**config.mk**
```make
export PLATFORM = sky130hd
export DESIGN_NAME = dvp_frame_gate_flat
export DESIGN_NICKNAME = d
export VERILOG_FILES = /design/src/rtl/dvp_frame_gate_if.sv /design/src/rtl/dvp_frame_gate.sv /design/src/flat_wrapper.sv
export SDC_FILE = /design/constraint.sdc
export NUM_CORES = 1
export LEC_CHECK = 0
export CAP_MARGIN = 10
export CELL_PAD_IN_SITES_DETAIL_PLACEMENT = 0
export CELL_PAD_IN_SITES_GLOBAL_PLACEMENT = 1
export CORE_MARGIN = 2
export CORE_UTILIZATION = 40
export DETAILED_ROUTE_END_ITERATION = 10
export DONT_BUFFER_PORTS = 1
export GPL_TIMING_DRIVEN = 0
export PLACE_DENSITY_LB_ADDON = 0.1
export REMOVE_ABC_BUFFERS = 1
export SYNTH_ARGS = -nofsm -noshare
export SYNTH_HDL_FRONTEND = slang
export SYNTH_SLANG_ARGS = --single-unit
```
**constraint.sdc**
```tcl
create_clock -name clk -period 6.45 [get_ports clk]
set_clock_uncertainty 0.15 [all_clocks]
set_input_delay 0.3225 -clock clk [delete_from_list [all_inputs] [get_ports clk]]
set_output_delay 0.3225 -clock clk [all_outputs]
set_load 0.03 [all_outputs]
```
**src/rtl/dvp_frame_gate_if.sv**
```systemverilog
// Pixel-stream and status bundle between the DVP capture side and dvp_frame_gate.
// DVP_FRAME_GATE_TESTPAT_EN adds the test_pat select.
interface dvp_frame_gate_if #(
    parameter int unsigned DATA_W = 32
);
    logic              enable;
    logic              in_vsync;
    logic              in_hs;
    logic              in_valid;
    logic [DATA_W-1:0] in_data;
`ifdef DVP_FRAME_GATE_TESTPAT_EN
    logic              test_pat;
`endif
    logic              out_load;
    logic              out_wren;
    logic [DATA_W-1:0] out_data;
    logic [15:0]       frame_cnt;
    logic [7:0]        err_cnt;
    logic              active;

    modport master (
`ifdef DVP_FRAME_GATE_TESTPAT_EN
        output test_pat,
`endif
        output enable, in_vsync, in_hs, in_valid, in_data,
        input  out_load, out_wren, out_data, frame_cnt, err_cnt, active
    );

    modport slave (
`ifdef DVP_FRAME_GATE_TESTPAT_EN
        input  test_pat,
`endif
        input  enable, in_vsync, in_hs, in_valid, in_data,
        output out_load, out_wren, out_data, frame_cnt, err_cnt, active
    );
endinterface

```
**src/rtl/dvp_frame_gate.sv**
```systemverilog
// Gates the DVP pixel stream into the DDR write FIFO: skips settling frames, crops to
// IMAGE_WIDTH x IMAGE_HEIGHT, counts frames. Colour-bar source: DVP_FRAME_GATE_TESTPAT_EN.
module dvp_frame_gate #(
    parameter int unsigned IMAGE_WIDTH  = 1280,
    parameter int unsigned IMAGE_HEIGHT = 720,
    parameter int unsigned DATA_W       = 32,
    parameter int unsigned SKIP_FRAMES  = 10
) (
    input logic             clk,
    input logic             reset_n,
    dvp_frame_gate_if.slave dvp
);

    localparam int unsigned XW = $clog2(IMAGE_WIDTH + 1);
    localparam int unsigned YW = $clog2(IMAGE_HEIGHT + 1);
    localparam int unsigned SW = (SKIP_FRAMES > 0) ? $clog2(SKIP_FRAMES + 1) : 1;
    localparam logic [XW-1:0] XMax     = XW'(IMAGE_WIDTH);
    localparam logic [YW-1:0] YMax     = YW'(IMAGE_HEIGHT);
    localparam logic [SW-1:0] SkipLast = SW'(SKIP_FRAMES);

    typedef enum logic [1:0] {StIdle, StSkip, StActive} state_e;

    state_e            state_q, state_d;
    logic              vs_q, hs_q;
    logic [SW-1:0]     skip_q, skip_d;
    logic [XW-1:0]     x_q, x_d;
    logic [YW-1:0]     y_q, y_d;
    logic              err_q, err_d;
    logic [15:0]       frame_cnt_q, frame_cnt_d;
    logic [7:0]        err_cnt_q, err_cnt_d;
    logic              load_q, load_d;
    logic              wren_q, wren_d;
    logic [DATA_W-1:0] data_q, data_d;
    logic              vs_rise, hs_fall;
    logic [DATA_W-1:0] pix;

    assign vs_rise = dvp.in_vsync & ~vs_q;
    assign hs_fall = ~dvp.in_hs & hs_q;

`ifdef DVP_FRAME_GATE_TESTPAT_EN
    logic [2:0] bar_k;

    // bar_k = floor(x * 8 / IMAGE_WIDTH), found by threshold compares instead of a divider
    always_comb begin
        bar_k = '0;
        for (int unsigned i = 1; i < 8; i++) begin
            if ((32'(x_q) << 3) >= i * IMAGE_WIDTH) bar_k = 3'(i);
        end
    end

    assign pix = dvp.test_pat ?
                 DATA_W'({8'h00, {8{bar_k[2]}}, {8{bar_k[1]}}, {8{bar_k[0]}}}) : dvp.in_data;
`else
    assign pix = dvp.in_data;
`endif

    always_comb begin
        state_d     = state_q;
        skip_d      = skip_q;
        x_d         = x_q;
        y_d         = y_q;
        err_d       = err_q;
        frame_cnt_d = frame_cnt_q;
        err_cnt_d   = err_cnt_q;
        load_d      = 1'b0;
        wren_d      = 1'b0;
        data_d      = data_q;

        if (!dvp.enable) begin
            state_d = StIdle;
        end else begin
            unique case (state_q)
                StIdle: begin
                    state_d = StSkip;
                    skip_d  = '0;
                end
                StSkip: begin
                    if (vs_rise) begin
                        if (skip_q == SkipLast) begin
                            state_d = StActive;
                            x_d     = '0;
                            y_d     = '0;
                            err_d   = 1'b0;
                            load_d  = 1'b1;
                        end else begin
                            skip_d = skip_q + 1'b1;
                        end
                    end
                end
                StActive: begin
                    // x saturates at IMAGE_WIDTH; a pixel beyond that marks the line overlong
                    if (dvp.in_valid && !vs_rise) begin
                        if (x_q < XMax) begin
                            x_d = x_q + 1'b1;
                            if (y_q < YMax) begin
                                wren_d = 1'b1;
                                data_d = pix;
                            end
                        end else begin
                            err_d = 1'b1;
                        end
                    end
                    if (hs_fall) begin
                        if (x_d != XMax) err_d = 1'b1;
                        x_d = '0;
                        if (y_q != YMax) y_d = y_q + 1'b1;
                    end
                    // Frame close sees the line just closed above in the same cycle
                    if (vs_rise) begin
                        if ((y_d != YMax) || err_d) begin
                            if (err_cnt_q != 8'hFF) err_cnt_d = err_cnt_q + 8'd1;
                        end else begin
                            frame_cnt_d = frame_cnt_q + 16'd1;
                        end
                        x_d    = '0;
                        y_d    = '0;
                        err_d  = 1'b0;
                        load_d = 1'b1;
                    end
                end
                default: state_d = StIdle;
            endcase
        end
    end

    always_ff @(posedge clk) begin
        if (!reset_n) begin
            state_q     <= StIdle;
            vs_q        <= 1'b0;
            hs_q        <= 1'b0;
            skip_q      <= '0;
            x_q         <= '0;
            y_q         <= '0;
            err_q       <= 1'b0;
            frame_cnt_q <= '0;
            err_cnt_q   <= '0;
            load_q      <= 1'b0;
            wren_q      <= 1'b0;
            data_q      <= '0;
        end else begin
            state_q     <= state_d;
            vs_q        <= dvp.in_vsync;
            hs_q        <= dvp.in_hs;
            skip_q      <= skip_d;
            x_q         <= x_d;
            y_q         <= y_d;
            err_q       <= err_d;
            frame_cnt_q <= frame_cnt_d;
            err_cnt_q   <= err_cnt_d;
            load_q      <= load_d;
            wren_q      <= wren_d;
            data_q      <= data_d;
        end
    end

    assign dvp.out_load  = load_q;
    assign dvp.out_wren  = wren_q;
    assign dvp.out_data  = data_q;
    assign dvp.frame_cnt = frame_cnt_q;
    assign dvp.err_cnt   = err_cnt_q;
    assign dvp.active    = (state_q == StActive);

endmodule

```
**src/flat_wrapper.sv**
```systemverilog
// flat-port wrapper written by rule: the top's interface ports become plain ports
module dvp_frame_gate_flat 
#(
    parameter int unsigned IMAGE_WIDTH  = 1280,
    parameter int unsigned IMAGE_HEIGHT = 720,
    parameter int unsigned DATA_W       = 32,
    parameter int unsigned SKIP_FRAMES  = 10
)
  (clk, reset_n, dvp_enable, dvp_in_vsync, dvp_in_hs, dvp_in_valid, dvp_in_data, dvp_out_load, dvp_out_wren, dvp_out_data, dvp_frame_cnt, dvp_err_cnt, dvp_active);
  dvp_frame_gate_if #(.DATA_W(DATA_W)) dvp_i ();
  input logic clk;
  input logic reset_n;
  input wire logic [$bits(dvp_i.enable)-1:0] dvp_enable;
  input wire logic [$bits(dvp_i.in_vsync)-1:0] dvp_in_vsync;
  input wire logic [$bits(dvp_i.in_hs)-1:0] dvp_in_hs;
  input wire logic [$bits(dvp_i.in_valid)-1:0] dvp_in_valid;
  input wire logic [$bits(dvp_i.in_data)-1:0] dvp_in_data;
  output wire logic [$bits(dvp_i.out_load)-1:0] dvp_out_load;
  output wire logic [$bits(dvp_i.out_wren)-1:0] dvp_out_wren;
  output wire logic [$bits(dvp_i.out_data)-1:0] dvp_out_data;
  output wire logic [$bits(dvp_i.frame_cnt)-1:0] dvp_frame_cnt;
  output wire logic [$bits(dvp_i.err_cnt)-1:0] dvp_err_cnt;
  output wire logic [$bits(dvp_i.active)-1:0] dvp_active;
  assign dvp_i.enable = dvp_enable;
  assign dvp_i.in_vsync = dvp_in_vsync;
  assign dvp_i.in_hs = dvp_in_hs;
  assign dvp_i.in_valid = dvp_in_valid;
  assign dvp_i.in_data = dvp_in_data;
  assign dvp_out_load = dvp_i.out_load;
  assign dvp_out_wren = dvp_i.out_wren;
  assign dvp_out_data = dvp_i.out_data;
  assign dvp_frame_cnt = dvp_i.frame_cnt;
  assign dvp_err_cnt = dvp_i.err_cnt;
  assign dvp_active = dvp_i.active;
  dvp_frame_gate #(.IMAGE_WIDTH(IMAGE_WIDTH), .IMAGE_HEIGHT(IMAGE_HEIGHT), .DATA_W(DATA_W), .SKIP_FRAMES(SKIP_FRAMES)) u_core (.clk(clk), .reset_n(reset_n), .dvp(dvp_i));
endmodule
```
* Word level (Yosys, flattened, before mapping)
Cells that the tools add are included.
Word-level totals: logic and storage cells 87, flip-flop bits (word level) 88, input bits 38, output and inout port bits 59
Cells by class: eq/ne operators 10, $lt $le $gt $ge 2, muxes and demuxes 38, $add $sub $neg 5, bitwise operators 6, reduce and logical (&&, ||, !) cells 14
Operator list (number):
- two-way mux 11 bit | 8
- two-way mux 10 bit | 7
- case mux 11 bit (2 select lines) | 1
- != test 10 bit, second input constant | 2
- case mux 10 bit (2 select lines) | 1
- adder 16 x 1 -> 16 bit, second input constant | 1
- AND reduction 5 bit | 3
- two-way mux 1 bit | 13
- AND reduction 4 bit | 3
- adder 11 x 1 -> 11 bit, second input constant | 1
- < comparator 11 bit, second input constant | 1
- != test 11 bit, second input constant | 1
- adder 10 x 1 -> 10 bit, second input constant | 1
- < comparator 10 bit, second input constant | 1
- adder 8 x 1 -> 8 bit, second input constant | 1
- two-way mux 4 bit | 2
- != test 8 bit, second input constant | 1
- case mux 4 bit (2 select lines) | 1
- case mux 2 bit (3 select lines) | 1
- adder 4 x 1 -> 4 bit, second input constant | 1
- equality test 4 bit, second input constant | 1
- two-way mux 2 bit | 2
- != test 2 x 1 -> 1 bit, second input constant | 2
- inverter 1 bit | 4
- 12 further kinds | 15

* Logic depth before layout (Yosys ltp)
Gate-level depths: netlist of run 1.
depth in word-level cells 15, depth in mapped cells 10

* Least setup slack after synthesis of run 1
No wires, ideal clock.
path type register to register, start register u_core.x_q[0], end register u_core.frame_cnt_q[10] (netlist: u_core.dvp.frame_cnt[10]), period minus slack after synthesis 2.410 ns, buffers on the path 1, cell stages (with the launch flop) 9, path slack 4.040 ns, arrival time 2.125 ns, path through dfxtp_1 > ha_1 > or2b_2 > nor4b_1 > o2111a_2 > a21oi_4 > buf_6 > o311ai_0 > o41ai_1
Between the ends: longest elaborated chain between the ends 13
RTL lines:
- from (decl) | line dvp_frame_gate.sv:26 | logic [XW-1:0] x_q, x_d;
- from (signal assigned) | line dvp_frame_gate.sv:132 | x_q <= '0;
- from (signal assigned) | line dvp_frame_gate.sv:145 | x_q <= x_d;
- adder 11 x 1 -> 11 bit or < comparator 11 bit (tied branches) | line dvp_frame_gate.sv:94, dvp_frame_gate.sv:93
- two-way mux 11 bit | line dvp_frame_gate.sv:93 | if (x_q < XMax) begin
- two-way mux 11 bit | line dvp_frame_gate.sv:92 | if (dvp.in_valid && !vs_rise) begin
- two-way mux 11 bit | line dvp_frame_gate.sv:72 | unique case (state_q)
- two-way mux 11 bit | line dvp_frame_gate.sv:69 | if (!dvp.enable) begin
- != test 11 bit | line dvp_frame_gate.sv:104 | if (x_d != XMax) err_d = 1'b1;
- two-way mux 1 bit | line dvp_frame_gate.sv:104
- two-way mux 1 bit * | line dvp_frame_gate.sv:103 | if (hs_fall) begin
- two-way mux 1 bit * | line dvp_frame_gate.sv:72
- two-way mux 1 bit * | line dvp_frame_gate.sv:69
- logical OR 1 bit * | line dvp_frame_gate.sv:110 | if ((y_d != YMax) || err_d) begin
- inverter 1 bit (no line) *
- AND reduction 4 bit (no line) *
- to (signal assigned) | line dvp_frame_gate.sv:148 | frame_cnt_q <= frame_cnt_d;
- to (decl) | line dvp_frame_gate.sv:29 | logic [15:0] frame_cnt_q, frame_cnt_d;
Mark *: on every way between the ends. The rest lies on a longest branch, timed or not. The select of a mux whose other input is x is not followed. A chain may end at the register's enable or synchronous reset.

* Worst setup path in the final report of run 1
start register u_core.state_q[0], end register u_core.x_q[6]
Between the ends: longest elaborated chain between the ends 3
RTL lines:
- from (decl) | line dvp_frame_gate.sv:23 | state_e state_q, state_d;
- from (signal assigned) | line dvp_frame_gate.sv:128 | state_q <= StIdle;
- from (signal assigned) | line dvp_frame_gate.sv:141 | state_q <= state_d;
- equality test 2 bit *
- named net dvp_active | line flat_wrapper.sv:23 | output wire logic [$bits(dvp_i.active)-1:0] dvp_active;
- nonzero test 2 bit (no line)
- AND reduction 4 bit (no line)
The timed path passes the listed nets; every way through them passes the cells marked *.

==> results by group, run 1 <==
Timing
  • Setup violators final: 0
  • Final period utilization: 47.4%
  • Headroom to the max-slew limit: 38.0%
  • Final hold violations: 0
  • RSZ-0062 raised after global routing: false
  • Fmax achieved: 327 MHz
  • Least-Margin Pin Slew: 929 ps
  • Fin. max-slew vios: 0
  • Fin crit period: 3060 ps
  • Setup TNS: 0 ps

Synthesis
  • Synth warnings: 0
  • Mapped Area: 4680 µm²
  • Post-synth EDFFs: 0
  • Post-synth cell types: 69
  • Yosys reg bits: 88
  • Synthesized instance count: 582
  • Ys flop type: dfxtp_1
  • Seq/Total Area, Yosys: 37.6%
  • Syn_area_per_cell: 8.05 µm²
  • Ys async rst share: 0%

Routing
  • DR iter-0 viols: 202
  • Drt pass-1 iters: 5
  • Via density: 5.49
  • Routed Antenna Nets: 0
  • Post-route DRC: 0
  • Routed WL per cell: 15.3 µm
  • Via Count: 4,085
  • Final wirelength: 11,400 µm

Critical path
  • Crit Path Class: register to register
  • CP startpoint kind: register
  • Critical Path RT: 6550 ps
  • R2R Setup Slk: 3390 ps
  • Crit Path Max Fanout: 10
  • Worst setup EP type: register
  • Worst endpoint data arrival time: 3160 ps

Die
  • Die Y: 112 µm
  • Die area: 12,600 µm²
  • Die Wd: 112 µm
  • Top-Level Pins: 97
  • Core area: 11,400 µm²
  • Row cnt: 39
  • Starting Density: 41.0%

Power
  • Pleak: 0.00176 µW
  • Worst vdd ir: 0.219 mV
  • Pwr Total: 1150 µW
  • Power Dens Cells: 212 nW/µm²

Global routing
  • Largest net degree at the start of global routing: 54
  • Grt ovf: 0
  • First-pass GRT wire length: 18,900 µm
  • Initial antenna violation count: 0
  • Tot GR Track Use: 18.3%
  • Vias in the first global route: 3,887

Cells and area
  • Most frequent cells in the layout: nand2_1 (116), dfxtp_1 (88), a21oi_1 (59)
  • Finished layout cell area: 5420 µm²
  • Share of post-route cells with drive strength above 1: 9.15%
  • Final net count: 646
  • Antenna diode count: 0
  • FILL cells: 1,137
  • Commonest non-fill, non-tap cell in the layout: nand2_1
  • Synth-to-Final Area Change: 15.7%

Clock network
  • TritonCTS clock tree: yes
  • CTS buffer count: 9
  • Clock sink count: 88
  • CTS clock-pin slew for the worst setup and hold paths: 60 ps
  • Worst skew pair latency: 340 ps
  • H-tree depth: 3
  • CTS-repair resized insts: 0
  • Root Driver: clkbuf_16
  • Max clock buf depth: 2

Placement
  • IO Port Bufs: 0
  • DP HPWL: 7630 µm
  • RePlAce Congestion: 0.813
  • Placed cell areas: 4740 µm²

Outcome
  • Outcome: complete, no violations

Hold path
  • HP Class: input port to register

Job
  • Max cap viols: 0
-- layout make-up --
| class | count | area (µm²) | area share, % |
|---|---|---|---|
| clock inverter | 5 | 82.6 | 1.52 |
| sequential | 88 | 1760 | 32.5 |
| inverter | 11 | 41.3 | 0.762 |
| clock buffer | 10 | 229 | 4.22 |
| tap | 143 | 179 | 3.30 |
| timing repair buffer | 39 | 403 | 7.43 |
| multi-input combinational | 448 | 2730 | 50.3 |
-- flip-flops by register name, summed over array words and instances (netlist names) --
name	cells
u_core.y_q	10
u_core.dvp.out_load	1
u_core.vs_q	1
u_core.hs_q	1
u_core.dvp.out_data	32
u_core.skip_q	4
u_core.state_q	2
u_core.x_q	11
u_core.dvp.err_cnt	8
u_core.err_q	1
u_core.dvp.frame_cnt	16
u_core.dvp.out_wren	1
-- layer usage --
metal | GRT usage (%) | up-vias | routed length (µm)
li1 | - | 2077 | -
met1 | 23.2 | 1894 | 5160
met2 | 30.4 | 102 | 5410
met3 | 4.43 | 12 | 639
met4 | 6.75 | 0 | 166
met5 | 0 | - | 0
-- what timing repair did --
action,4_1_cts,5_1_grt
hold buffers,35,0
setup buffers,0,0
endpoints found under the hold margin,64,0
setup endpoints to repair,0,0
-- logic make-up (layout without fill, tap and decap cells) --
group	count (synthesis)	in the layout	synth area share, %
xor+xnor	5	5	0.935
buf+inv	46	65	4.33
mux	26	26	5.58
fa+ha+maj	11	11	2.94
flops	88	88	37.6
simple gates	278	278	31.3
compound gates	128	128	17.3
-- cell usage after synthesis (4+ instances only) --
cell | n | area, µm²
nand2_1 | 116 | 435
dfxtp_1 | 88 | 1760
a21oi_1 | 59 | 295
nor2_1 | 35 | 131
clkbuf_1 | 27 | 101
mux2i_1 | 25 | 250
nand2b_1 | 25 | 156
o21ai_0 | 24 | 120
nand3_1 | 22 | 110
ha_1 | 11 | 138
inv_1 | 10 | 37.5
nand4_1 | 10 | 62.6
nor3_1 | 9 | 45.0
a31oi_1 | 8 | 50.1
nor4_1 | 8 | 50.1
and3_1 | 7 | 43.8
nor2b_1 | 7 | 43.8
and2_1 | 6 | 37.5
nor4_2 | 6 | 75.1
a21o_1 | 5 | 37.5
a211oi_1 | 4 | 30.0
a311oi_1 | 4 | 35.0
buf_2 | 4 | 20.0
-- worst max-delay path, cell delays in order (launching register included) --
cell	delay, ps
dfxtp_1	330
inv_1	110
ha_1	500
nand2_1	210
or3_1	520
nor2_1	700
a31oi_1	190
a311oi_1	260
-- worst paths after layout --
| check | from | to | cells past startpoint |
|---|---|---|---|
| worst min-delay path | reset_n | u_core.dvp.frame_cnt[10] | 2 |
| worst max-delay path | u_core.state_q[0] | u_core.x_q[6] | 7 |
| worst max register to register | u_core.state_q[0] | u_core.x_q[6] | 7 |
| worst min register to register | u_core.err_q | u_core.err_q | 2 |
-- power by group --
group / total (µW) / leakage, µW / internal (µW) / switching (µW)
registers: 546 / 0.000709 / 545 / 1.03
clock network: 551 / 0.000153 / 338 / 213
logic: 51.0 / 0.000898 / 23.6 / 27.4
total: 1150 / 0.00176 / 906 / 241
-- per-stage QoR --
| stage | hold slack (ps) | util, % | std cells | worst slack, ps |
|---|---|---|---|---|
| 6_report | 16.3 | 47.5 | 744 | 3390 |
| 5_1_grt | 34.7 | 47.5 | 744 | 3180 |
| 4_1_cts | 0.378 | 47.4 | 743 | 3000 |
| 3_5_place_dp | 299 | 41.6 | 693 | 3020 |
| 3_3_place_gp | 296 | 41.2 | 690 | 2040 |
| 2_1_floorplan | 289 | - | 547 | 3180 |
Note: power is estimated with default switching activity, not from simulation.
==> run 2: changes to the inputs <==
==> constraint.sdc (replaced) <==
create_clock -name clk -period 2.5 [get_ports clk]
set_clock_uncertainty 0.15 [all_clocks]
set_input_delay 0.125 -clock clk [delete_from_list [all_inputs] [get_ports clk]]
set_output_delay 0.125 -clock clk [all_outputs]
set_load 0.03 [all_outputs]
==> results by group, run 2 (synthesis results as in run 1) <==
Timing
  • Fin crit period: 2480 ps
  • PnR worst setup slack: 19.1 ps
  • Fin. max-slew vios: 0
  • Least-Margin Pin Slew: 953 ps
  • RSZ-0062 raised after global routing: true
  • Fmax achieved: 403 MHz
  • Final hold violations: 0
  • Setup violators final: 0
  • Final hold slack: 20.1 ps
  • Final period utilization: 99.2%
  • Headroom to the max-slew limit: 36.3%

Critical path
  • Crit Path Max Fanout: 8
  • CP startpoint kind: register
  • Worst-path cell chain: inv_4, ha_4, and3b_1, a211oi_2, nor3b_4, nand4_4, buf_4, nor3b_2, mux2i_1
  • R2R Setup Slk: 20 ps
  • CP delay by family, top: simple AND/OR/NAND/NOR gates
  • Reg-to-Reg Start: u_core.y_q[0]
  • Critical Path RT: 2630 ps
  • RR Endpoint: u_core.dvp.frame_cnt[9]
  • CP max-delay cell: dfxtp_4
  • Crit Path Class: register to register
  • Cells on worst reg2reg path: 9
  • Critical Path Max Stage Delay: 410 ps
  • Worst setup EP type: register
  • WP buf/inv: 2
  • Worst endpoint data arrival time: 2610 ps

Hold path
  • Hold path cells: 3
  • Hold endpoint: u_core.x_q[6]
  • Hold path start: dvp_in_valid
  • HP Class: input port to register

Power
  • Power Dens Cells: 489 nW/µm²
  • Worst vdd ir: 0.586 mV
  • Pleak: 0.00200 µW

Die
  • Row cnt: 39
  • Die Y: 112 µm
  • Top-Level Pins: 97
  • Die area: 12,600 µm²
  • Die Wd: 112 µm
  • Core area: 11,400 µm²
  • Starting Density: 41.0%

Placement
  • DP HPWL: 7630 µm
  • Pre-CTS WS: -930 ps
  • IO Port Bufs: 0
  • Placed cell areas: 4740 µm²
  • RePlAce Congestion: 0.813

Cells and area
  • Finished layout cell area: 6130 µm²
  • Final net count: 682
  • Most frequent cells in the layout: nand2_1 (116), dfxtp_1 (76), a21oi_1 (58)
  • Share of post-route cells with drive strength above 1: 19.8%
  • Commonest non-fill, non-tap cell in the layout: nand2_1
  • FILL cells: 1,078
  • Multi-input combinational cell area: 3070 µm²
  • Synth-to-Final Area Change: 30.9%
  • Register area: 1790 µm²
  • Flip-flop count of the largest register after layout: 32
  • Post-route core utilization: 53.7%

Clock network
  • Root Driver: clkbuf_16
  • CTS buffer count: 9
  • H-tree depth: 3
  • Worst skew pair latency: 340 ps
  • Max clock buf depth: 2
  • TritonCTS clock tree: yes
  • Clock sink count: 88
  • CTS clock-pin slew for the worst setup and hold paths: 60 ps

Routing
  • Via Count: 4,269
  • Via density: 5.47
  • DR iter-0 viols: 188
  • Routed Antenna Nets: 0
  • Drt pass-1 iters: 5
  • Routed WL per cell: 15.9 µm
  • Post-route DRC: 0
  • Final wirelength: 12,400 µm

Global routing
  • Grt ovf: 0
  • Vias in the first global route: 3,950
  • Initial antenna violation count: 0
  • Largest net degree at the start of global routing: 55
  • Tot GR Track Use: 18.8%
  • First-pass GRT wire length: 19,500 µm

Outcome
  • Outcome: complete, no violations

Job
  • Max cap viols: 0
==> run 2: cell types whose count changed in the layout (fill, tap and decap cells not counted), sizes merged <==
cell / previous run / this run
buf: 5 / 33
clkbuf: 10 / 12
diode: 0 / 1
dlygate4sd3: 34 / 40
==> run 2: worst reg2reg max path: cells and delay by family (launching register included) <==
family,cells,cell delay (ps)
simple gates,4,960
flops,1,410
buf+inv,2,290
fa+ha+maj,1,230
mux,1,190
compound gates,1,180
==> run 2: worst max path at each step <==
stage	slack [ps]	depth (start not counted)	to	start
finish	20	9	u_core.dvp.frame_cnt[9]	u_core.y_q[0]
global route	-110	7	u_core.dvp.frame_cnt[10]	u_core.y_q[2]
CTS	-20	9	u_core.dvp.frame_cnt[10]	u_core.y_q[0]
detailed placement	-930	8	u_core.x_q[1]	u_core.state_q[0]
global placement	-1910	6	u_core.dvp.out_data[0]	u_core.state_q[0]
floorplan	-770	6	u_core.dvp.out_data[0]	u_core.state_q[0]
==> run 2: routing by layer <==
layer / vias up / share of wire, % / track usage [%]
li1: 2156 / - / -
met4: 0 / 1.8 / 6.75
met1: 1988 / 44 / 24.1
met3: 18 / 5.9 / 4.43
met2: 107 / 48 / 31.0
met5: - / 0 / 0
==> run 2: area by class of cell <==
| class | instances | area share (%) |
|---|---|---|
| diodes | 1 | 0.0408 |
| clock buffers | 10 | 3.73 |
| clock inverters | 5 | 1.35 |
| inverters | 11 | 0.714 |
| multi-input cells | 448 | 50.0 |
| flip-flops and latches | 88 | 29.2 |
| well taps | 143 | 2.92 |
| repair buffers | 75 | 12.0 |
==> run 2: what timing repair did <==
| action | 4_1_cts | 5_1_grt |
|---|---|---|
| gates cloned | 0 | 2 |
| pin swaps | 11 | 7 |
| endpoints found under the hold margin | 73 | 0 |
| gates resized for setup | 38 | 40 |
| hold buffers | 41 | 0 |
| setup endpoints to repair | 66 | 38 |
| setup buffers | 3 | 26 |
==> run 2: stage by stage <==
step / total power, µW / TNS [ps] / instances
6_report: 3000 / 0 / 781
2_1_floorplan: 1500 / -24700 / 547
3_3_place_gp: 1510 / -75100 / 690
4_1_cts: 3030 / -66.8 / 752
3_5_place_dp: 1510 / -15630 / 693
5_1_grt: 3110 / -1100 / 780
==> run 2: report_power, final <==
part	leakage [µW]	internal, µW	switching (µW)	total [µW]
Combinational	0.00113	80.6	88.3	169
Clock	0.000153	872	559	1430
Sequential	0.000717	1400	2.84	1400
Total	0.00200	2350	650	3000
==> run 3: changes to the inputs <==
--- a/config.mk
+++ b/config.mk
@@ -8,7 +8,7 @@
 export CAP_MARGIN = 10
 export CELL_PAD_IN_SITES_DETAIL_PLACEMENT = 0
 export CELL_PAD_IN_SITES_GLOBAL_PLACEMENT = 1
-export CORE_MARGIN = 2
+export CORE_MARGIN = 10
 export CORE_UTILIZATION = 40
 export DETAILED_ROUTE_END_ITERATION = 10
 export DONT_BUFFER_PORTS = 1
==> results by group, run 3 (synthesis results as in run 1) <==
Timing
  • Fin crit period: 2460 ps
  • Final hold slack: 21.5 ps
  • Headroom to the max-slew limit: 37.6%
  • Fmax achieved: 406 MHz
  • Fin. max-slew vios: 0
  • PnR worst setup slack: 36.9 ps
  • Final hold violations: 0
  • Least-Margin Pin Slew: 935 ps
  • Setup TNS: 0 ps
  • Final period utilization: 98.5%
  • Setup violators final: 0
  • RSZ-0062 raised after global routing: true

Outcome
  • Outcome: complete, no violations

Placement
  • RePlAce Congestion: 0.789
  • Placed Instances: 694
  • IO Port Bufs: 0
  • DP HPWL: 8420 µm
  • Pre-CTS WS: -516 ps

Power
  • Share of power burned in combinational logic: 5.6%
  • Clk pwr share: 48.9%
  • Internal power: 2400 µW
  • Power Dens Cells: 497 nW/µm²
  • Pleak: 0.00202 µW
  • Sequential share of power: 45.5%
  • Sw Ratio: 22.1%
  • Worst vdd ir: 0.383 mV
  • P_sw: 680 µW

Critical path
  • CP max-delay cell: dfxtp_4
  • Critical Path RT: 2570 ps
  • Crit Path Class: register to register
  • Worst endpoint data arrival time: 2540 ps
  • Crit Path Max Fanout: 8
  • Critical Path Max Stage Delay: 410 ps
  • Worst setup EP type: register
  • CP startpoint kind: register
  • Worst-path cell chain: inv_4, ha_4, and3b_2, a211oi_2, nor3b_4, nand4_4, buf_6, o311ai_4, o41ai_2

Clock network
  • CTS buffer count: 9
  • Worst skew pair latency: 350 ps
  • TritonCTS clock tree: yes
  • H-tree depth: 3
  • Max clock buf depth: 2
  • CTS clock-pin slew for the worst setup and hold paths: 70 ps
  • Root Driver: clkbuf_16
  • Clock sink count: 88

Die
  • Core area: 11,500 µm²
  • Die Wd: 128 µm
  • Die Y: 128 µm
  • Starting Density: 40.9%
  • Top-Level Pins: 97
  • Row cnt: 39
  • Die area: 16,400 µm²

Hold path
  • HP Class: input port to register

Routing
  • Drt pass-1 iters: 5
  • DR iter-0 viols: 140
  • Via density: 5.53
  • Final wirelength: 13,100 µm
  • Via Count: 4,292
  • Routed WL per cell: 16.9 µm
  • Post-route DRC: 0
  • Routed Antenna Nets: 0

Cells and area
  • Synth-to-Final Area Change: 32.2%
  • Flip-flop count of the largest register after layout: 32
  • Share of post-route cells with drive strength above 1: 20.7%
  • Post-Layout Cell Count: 776
  • Final net count: 677
  • Most frequent cells in the layout: nand2_1 (115), dfxtp_1 (76), a21oi_1 (58)
  • Antenna diode count: 0
  • Commonest non-fill, non-tap cell in the layout: nand2_1

Job
  • Max cap viols: 0

Global routing
  • Tot GR Track Use: 15.5%
  • M2 GR Usage: 24.2%
  • GR Layer Usage met1: 19.2%
  • Largest net degree at the start of global routing: 54
  • Initial antenna violation count: 0
  • First-pass GRT wire length: 21,000 µm
  • Grt ovf: 0
  • M3 GR Usage: 5.17%
  • Most Crowded Layer GR: met2
  • Vias in the first global route: 4,009
## run 3: cell types whose count changed in the layout (fill, tap and decap cells not counted), moves of 2 or more
cell | previous run | this run
buf_4 | 28 | 19
buf_6 | 2 | 5
dfxtp_2 | 7 | 5
dfxtp_4 | 5 | 7
inv_6 | 0 | 2
o21ai_0 | 24 | 22
o21ai_1 | 0 | 2
## run 3: layout make-up
class | instances | area (µm²)
clock buffers | 10 | 239
clock inverters | 6 | 97.6
fillers | 1065 | 5280
inverters | 11 | 43.8
multi-input cells | 448 | 3130
flip-flops and latches | 88 | 1790
well taps | 143 | 179
repair buffers | 70 | 709
## run 3: per-layer routing
layer | share of wire, % | vias to the layer above
li1 | - | 2149
met1 | 43 | 2041
met2 | 49 | 91
met3 | 7.3 | 11
met4 | 1.5 | 0
met5 | 0 | -
## run 3: worst max-delay path: cells and delay by family, from the launching register on
family	cells	cell delay, ps
adder cells (fa/ha/maj)	1	220
AO/OA/AOI/OAI	3	550
flip-flops	1	410
AND/OR/NAND/NOR	3	770
buffers and inverters	2	230
## run 3: per-stage QoR
step           area (µm²)  utilization, %  power (µW)
2_1_floorplan        4520               -        1500
3_3_place_gp         4700            41.0        1510
3_5_place_dp         4750            41.4        1510
4_1_cts              5700            49.7        3120
5_1_grt              6190            54.0        3200
6_report             6190            54.0        3080
## run 3: power by group through the flow
stage	logic, µW	registers (µW)	clock network [µW]
after detailed placement	74.7	1440	0
after floorplan	57.6	1440	0
after global placement	73.6	1440	0
after global routing	189	1400	1610
after CTS	153	1410	1560
final	172	1400	1510
## run 3: final timing paths
| check | endpoint | from | depth (start not counted) | slack, ps |
|---|---|---|---|---|
| worst min-delay path | u_core.skip_q[0] | dvp_enable | 3 | 20 |
| worst min register to register | u_core.err_q | u_core.err_q | 2 | 330 |
| worst max register to register | u_core.dvp.frame_cnt[10] | u_core.y_q[0] | 9 | 40 |
| worst max-delay path | u_core.dvp.frame_cnt[10] | u_core.y_q[0] | 9 | 40 |
## run 3: what timing repair did
item,CTS,global route
hold endpoints to repair,73,0
hold buffers,41,0
gates resized for setup,34,59
gates cloned,0,2
setup endpoints to repair,61,36
setup buffers,2,21
pin swaps,6,16
